`src/rtl/input_conditioner.sv`:
```
// input_conditioner
//   Cleans an asynchronous external level (button, switch, off-chip strobe)
//   before it reaches synchronous logic. The input passes through a
//   SYNC_STAGES-deep synchroniser. A new level is accepted only after
//   DEBOUNCE_CYCLES consecutive identical synchronised samples.
//
//   State table:
//     STABLE_LO  | accepted level is 0, watching for a synchronised 1
//     CONFIRM_HI | candidate 1 seen, counting consecutive 1 samples
//     STABLE_HI  | accepted level is 1, watching for a synchronised 0
//     CONFIRM_LO | candidate 0 seen, counting consecutive 0 samples
//
// Ports:
//   clk        system clock, rising edge
//   reset      asynchronous active-low reset
//                (release is expected to be synchronous to clk)
//   din_async  raw asynchronous input level
//   level_out  debounced level (registered)
//   rise_pulse one-cycle pulse on level_out 0->1 (registered)
//   fall_pulse one-cycle pulse on level_out 1->0 (registered)
//   busy       high while a candidate level change is being confirmed
module input_conditioner #(
  parameter int SYNC_STAGES     = 2,
  parameter int DEBOUNCE_CYCLES = 4
) (
  input  logic clk,
  input  logic reset,
  input  logic din_async,
  output logic level_out,
  output logic rise_pulse,
  output logic fall_pulse,
  output logic busy
);

  localparam int CW = $clog2(DEBOUNCE_CYCLES + 1);
  localparam logic [CW-1:0] CNT_LAST = CW'(DEBOUNCE_CYCLES - 1);
  localparam logic [CW-1:0] CNT_ONE  = CW'(1);

  typedef enum logic [1:0] {
    STABLE_LO  = 2'd0,
    CONFIRM_HI = 2'd1,
    STABLE_HI  = 2'd2,
    CONFIRM_LO = 2'd3
  } state_t;

  logic [SYNC_STAGES-1:0] sync_q;
  logic                   s;
  state_t                 state_q, state_d;
  logic [CW-1:0]          cnt_q, cnt_d;
  logic                   level_q, level_d;
  logic                   rise_q, rise_d;
  logic                   fall_q, fall_d;

  // Synchroniser chain; only its last stage is used downstream.
  always_ff @(posedge clk or negedge reset) begin
    if (!reset) sync_q <= '0;
    else        sync_q <= {sync_q[SYNC_STAGES-2:0], din_async};
  end

  assign s = sync_q[SYNC_STAGES-1];

  always_ff @(posedge clk or negedge reset) begin
    if (!reset) begin
      state_q <= STABLE_LO;
      cnt_q   <= '0;
      level_q <= 1'b0;
      rise_q  <= 1'b0;
      fall_q  <= 1'b0;
    end else begin
      state_q <= state_d;
      cnt_q   <= cnt_d;
      level_q <= level_d;
      rise_q  <= rise_d;
      fall_q  <= fall_d;
    end
  end

  always_comb begin
    state_d = state_q;
    cnt_d   = cnt_q;
    level_d = level_q;
    rise_d  = 1'b0;
    fall_d  = 1'b0;
    unique case (state_q)
      STABLE_LO: begin
        if (s) begin
          state_d = CONFIRM_HI;
          cnt_d   = CNT_ONE;
        end else begin
          cnt_d   = '0;
        end
      end
      CONFIRM_HI: begin
        // Any bounce back to 0 throws away the partial count.
        if (!s) begin
          state_d = STABLE_LO;
          cnt_d   = '0;
        end else if (cnt_q == CNT_LAST) begin
          state_d = STABLE_HI;
          cnt_d   = '0;
          level_d = 1'b1;
          rise_d  = 1'b1;
        end else begin
          cnt_d   = cnt_q + CNT_ONE;
        end
      end
      STABLE_HI: begin
        if (!s) begin
          state_d = CONFIRM_LO;
          cnt_d   = CNT_ONE;
        end else begin
          cnt_d   = '0;
        end
      end
      CONFIRM_LO: begin
        if (s) begin
          state_d = STABLE_HI;
          cnt_d   = '0;
        end else if (cnt_q == CNT_LAST) begin
          state_d = STABLE_LO;
          cnt_d   = '0;
          level_d = 1'b0;
          fall_d  = 1'b1;
        end else begin
          cnt_d   = cnt_q + CNT_ONE;
        end
      end
      default: begin
        state_d = STABLE_LO;
        cnt_d   = '0;
        level_d = 1'b0;
      end
    endcase
  end

  assign level_out  = level_q;
  assign rise_pulse = rise_q;
  assign fall_pulse = fall_q;
  assign busy       = (state_q == CONFIRM_HI) || (state_q == CONFIRM_LO);

endmodule

```
`config.mk`:
```
export PLATFORM = sky130hd
export DESIGN_NAME = input_conditioner
export DESIGN_NICKNAME = d
export VERILOG_FILES = /design/src/rtl/input_conditioner.sv
export SDC_FILE = /design/constraint.sdc
export NUM_CORES = 1
export LEC_CHECK = 0
export CAP_MARGIN = 10
export CORE_AREA = 2 2 39 41
export DETAILED_ROUTE_END_ITERATION = 8
export DIE_AREA = 0 0 41 43
export GPL_TIMING_DRIVEN = 0
export PLACE_DENSITY = 0.51
export SYNTH_ARGS = -nofsm -noshare
export SYNTH_HDL_FRONTEND = slang
export SYNTH_SLANG_ARGS = --single-unit
export TNS_END_PERCENT = 30
```
`constraint.sdc`:
```
create_clock -name clk -period 2.5 [get_ports clk]
set_input_delay 0.5 -clock clk [delete_from_list [all_inputs] [get_ports clk]]
set_output_delay 0.5 -clock clk [all_outputs]
set_load 0.03 [all_outputs]
```
# Yosys cells after proc, flatten, opt, wreduce, memory -nomap -nowiden
# Index checks and enable logic that the tools add are counted.
# W data, S select, Z words.
# totals
register_bits	10
latchBits	0
mem_bits_rw	0
rom_bits	0
in_bits	3
n_memories	0
# classes
addsub	1
n_mul	0
div	0
magnitude_cmp	0
eq_ne	12
shift	0
muxes	23
n_bitwise	0
n_reduce_logical	5
# ops
cell	count
$mux W2	6
$ne A2 B2 Y1 const B	6
$pmux W3 S4	1
$mux W1	11
$mux W3	3
$pmux W2 S4	1
$ne A3 B3 Y1 const B	2
$reduce_and A5 Y1	1
$eq A2 B2 Y1 const B	2
$reduce_and A4 Y1	1
$add A3 B1 Y3 const B	1
$eq A3 B2 Y1 const B	1
$eq A2 B1 Y1 const B	1
$logic_not A2 Y1	1
$pmux W1 S2	1
$reduce_bool A2 Y1	1
$logic_or A1 B1 Y1	1

# Longest topological paths before layout
# depth
ltp_word	4
mapped_depth	4

# Worst setup path after synthesis
# OpenSTA, ideal clock, no wires.
# synth_timing
kind	flip-flop to flip-flop
start	reg cnt_q[0]
end	reg with a tool-made name
setup_ns	0.125
arrival_ns	1.058
t_required_ns	2.375
path_slack_ns	1.318
stages_incl_launch_ff	4
path_buffers	0
period_less_slack_ns	1.182
cell_sequence	dfrtp_1 > ha_1 > nand3b_1 > mux2_2
# synth_lines
item	line_no	rtl
start, declared	49	logic [CW-1:0] cnt_q, cnt_d;
start signal, assigned	71	cnt_q <= cnt_d;

# Worst setup path in the final report
# layout_timing
start	reg state_q[0]
end	out busy
# layout_between
elab_chain_len	2
# layout_rtl
item	line_no	rtl
start, declared	48	state_t state_q, state_d;
start signal, assigned	70	state_q <= state_d;
$eq A2 B1 Y1 or $eq A2 B2 Y1 (tied branches)	139	assign busy = (state_q == CONFIRM_HI) || (state_q == CONFIRM_LO);
$logic_or A1 B1 Y1 *	139	
end, declared	32	output logic busy
# Mark *: on every way between the ends. The rest lies on a longest branch, timed or not.

==> metrics <==
PD cells 997 mW/mm2; CP top delay family buffers and inverters; max-slew violations 0; top-count cell post-synth dfrtp_1; Final TNS setup 0 ps; Final Power 496 uW; Post-synth EDFFs 0; Worst EP required 2000 ps; Final period util 76.6%; worst vdd ir 0.000330 V; Leak 0.000216 uW; hold buffers post-CTS 0; Slew @ Worst Pin 431 ps; Initial Util 27.6%; Max Cap Viol 0; Final GP Congestion 0.686; die area 0.00176 mm2; clk sink count 10; IO buf count 6; commonest cells in the netlist dfrtp_1 (10), o21ai_0 (3), and2_2 (2), nor3b_1 (2), nor3b_2 (2); final setup fails 0; worst path cell trace clkbuf_1 -> clkdlybuf4s50_1; CTS tree done; Top FF cell, synth dfrtp_1; latest clock arrival within the worst-skew pair 250 ps; WP buf/inv 2; register bit count reported by yosys 10; Synth area leaders dfrtp_1 (66%), nor3b_2 (6.6%), o21ai_0 (3.9%); Arr. time, crit path 1420 ps; final hold vios 0; n_diodes 0; status complete, no violations; Final HPWL DP 391 um; Starting DRT DRC Count 0; vias in the first global route 272; chip width 41 um; Total Routing Usage GR 8.96%; CP endpoint kind output pin; Mean Syn Cell Area 14.1 um2; via count 234; initial antenna violation count 0; Worst-path clk slew 60 ps; largest net degree at the start of global routing 11; post-synth net total 31; CTS max path bufs 2; Die Span Y 43 um; core area 0.00138 mm2; CTS buffer count 3; Critical Path Max Stage Delay 660 ps; Root Buffer clkbuf_4; IO Pins 7; Post-synth ARST share 100%; crit path kind flop to output pin; post_cts resized 0; first-pass GRT wire length 1.01 mm; CP Launch Type flop; area leader, netlist dfrtp_1; final hold slack 353 ps; Mapped Cells 27; synth warn 0; f_max 522 MHz; Detailed Routing Iterations Pass 1 1; clock skew 0.757 ps; DR DRC count 0; critical path fanouts, max 5; Rows 14; WL/cell 9.49 um; top-area cell type share of the netlist area 65.6%; RSZ-0062 raised after global routing false; Distinct cells, synth 13; postcts setup bufs 0; sequential area share after synthesis 65.6%; H-tree levels 1; layout cells sized above 1 24.3%; Post-Syn Area 382 um2; Slew HR 71.2%; worst hold path type flop to flop; Area Overhead vs Synth 30.5%; drt total wl 503 um; fin cells 53; antenna-violating nets left 0; grt ovf 0; routed vias/inst 4.42; placed instance count 49; CP max stage cell clkdlybuf4s50_1; nets 42; min cycle time layout 1920 ps
layout make-up:
class                           instances  area [um2]
Buffer                                  1        3.75
Clock buffer                            4        36.3
Fill cell                             135         886
Multi-Input combinational cell         16         128
Sequential cell                        10         250
Tap cell                               16        20.0
Timing Repair Buffer                    6        60.1
layout by cell type (no fill, tap or decap), drive strengths merged:
master / n
dfrtp: 10
clkdlybuf4s50: 6
clkbuf: 5
nor3b: 4
o21ai: 3
and2: 2
xor2: 1
nand2: 1
and2b: 1
nand3b: 1
mux2: 1
a31oi: 1
ha: 1
kinds of logic (layout without fill, tap and decap cells):
logic type	Yosys count	count (layout)	synth area share (%)
fa+ha+maj	1	1	3.28
flops	10	10	65.6
xor+xnor	1	1	2.30
mux	1	1	2.95
simple gates	9	9	19.3
buf+inv	1	11	0.983
compound gates	4	4	5.57
worst reg2reg max path: stages, from the launching register on:
cell and delay (ps):
dfrtp_1 380, ha_1 230, nand3b_1 190, mux2_2 360
flip-flops by register name, summed over array words and instances (netlist names), named ones only:
signal and cells:
sync_q 2, rise_pulse 1, fall_pulse 1, level_out 1
state_q 1, cnt_q 3
final timing paths:
kind                                 start         to  slack (ps)  depth (start not counted)
worst max register to register    cnt_q[0]       flop        1220                          3
max in group asynchronous            reset  level_out        1650                          1
worst min-delay path             sync_q[0]  sync_q[1]         350                          0
worst max-delay path            state_q[0]       busy         580                          2
min in group asynchronous            reset   cnt_q[2]         550                          1
worst min register to register   sync_q[0]  sync_q[1]         350                          0
routing by layer:
layer	track usage, %	part of all wire, %	routed length (um)	vias to the layer above
met3	3.14	5.8	29	0
li1	-	-	-	112
met1	9.43	43	217	116
met2	13.1	51	256	6
met5	0	0	0	-
met4	8.00	0	0	0
power breakdown:
group          switching, uW  internal (uW)
clock                   50.4           88.2
sequential              27.0            197
combinational           64.3           69.4
total                    142            355
through the flow:
stage	setup slack, ps	utilization, %	instance area (um2)
after floorplan	1320	-	382
after global placement	855	33.4	462
after detailed placement	854	33.4	462
after CTS	567	36.0	498
after global routing	507	36.0	498
final	585	36.0	498
Power figures use the tool's default switching activity.
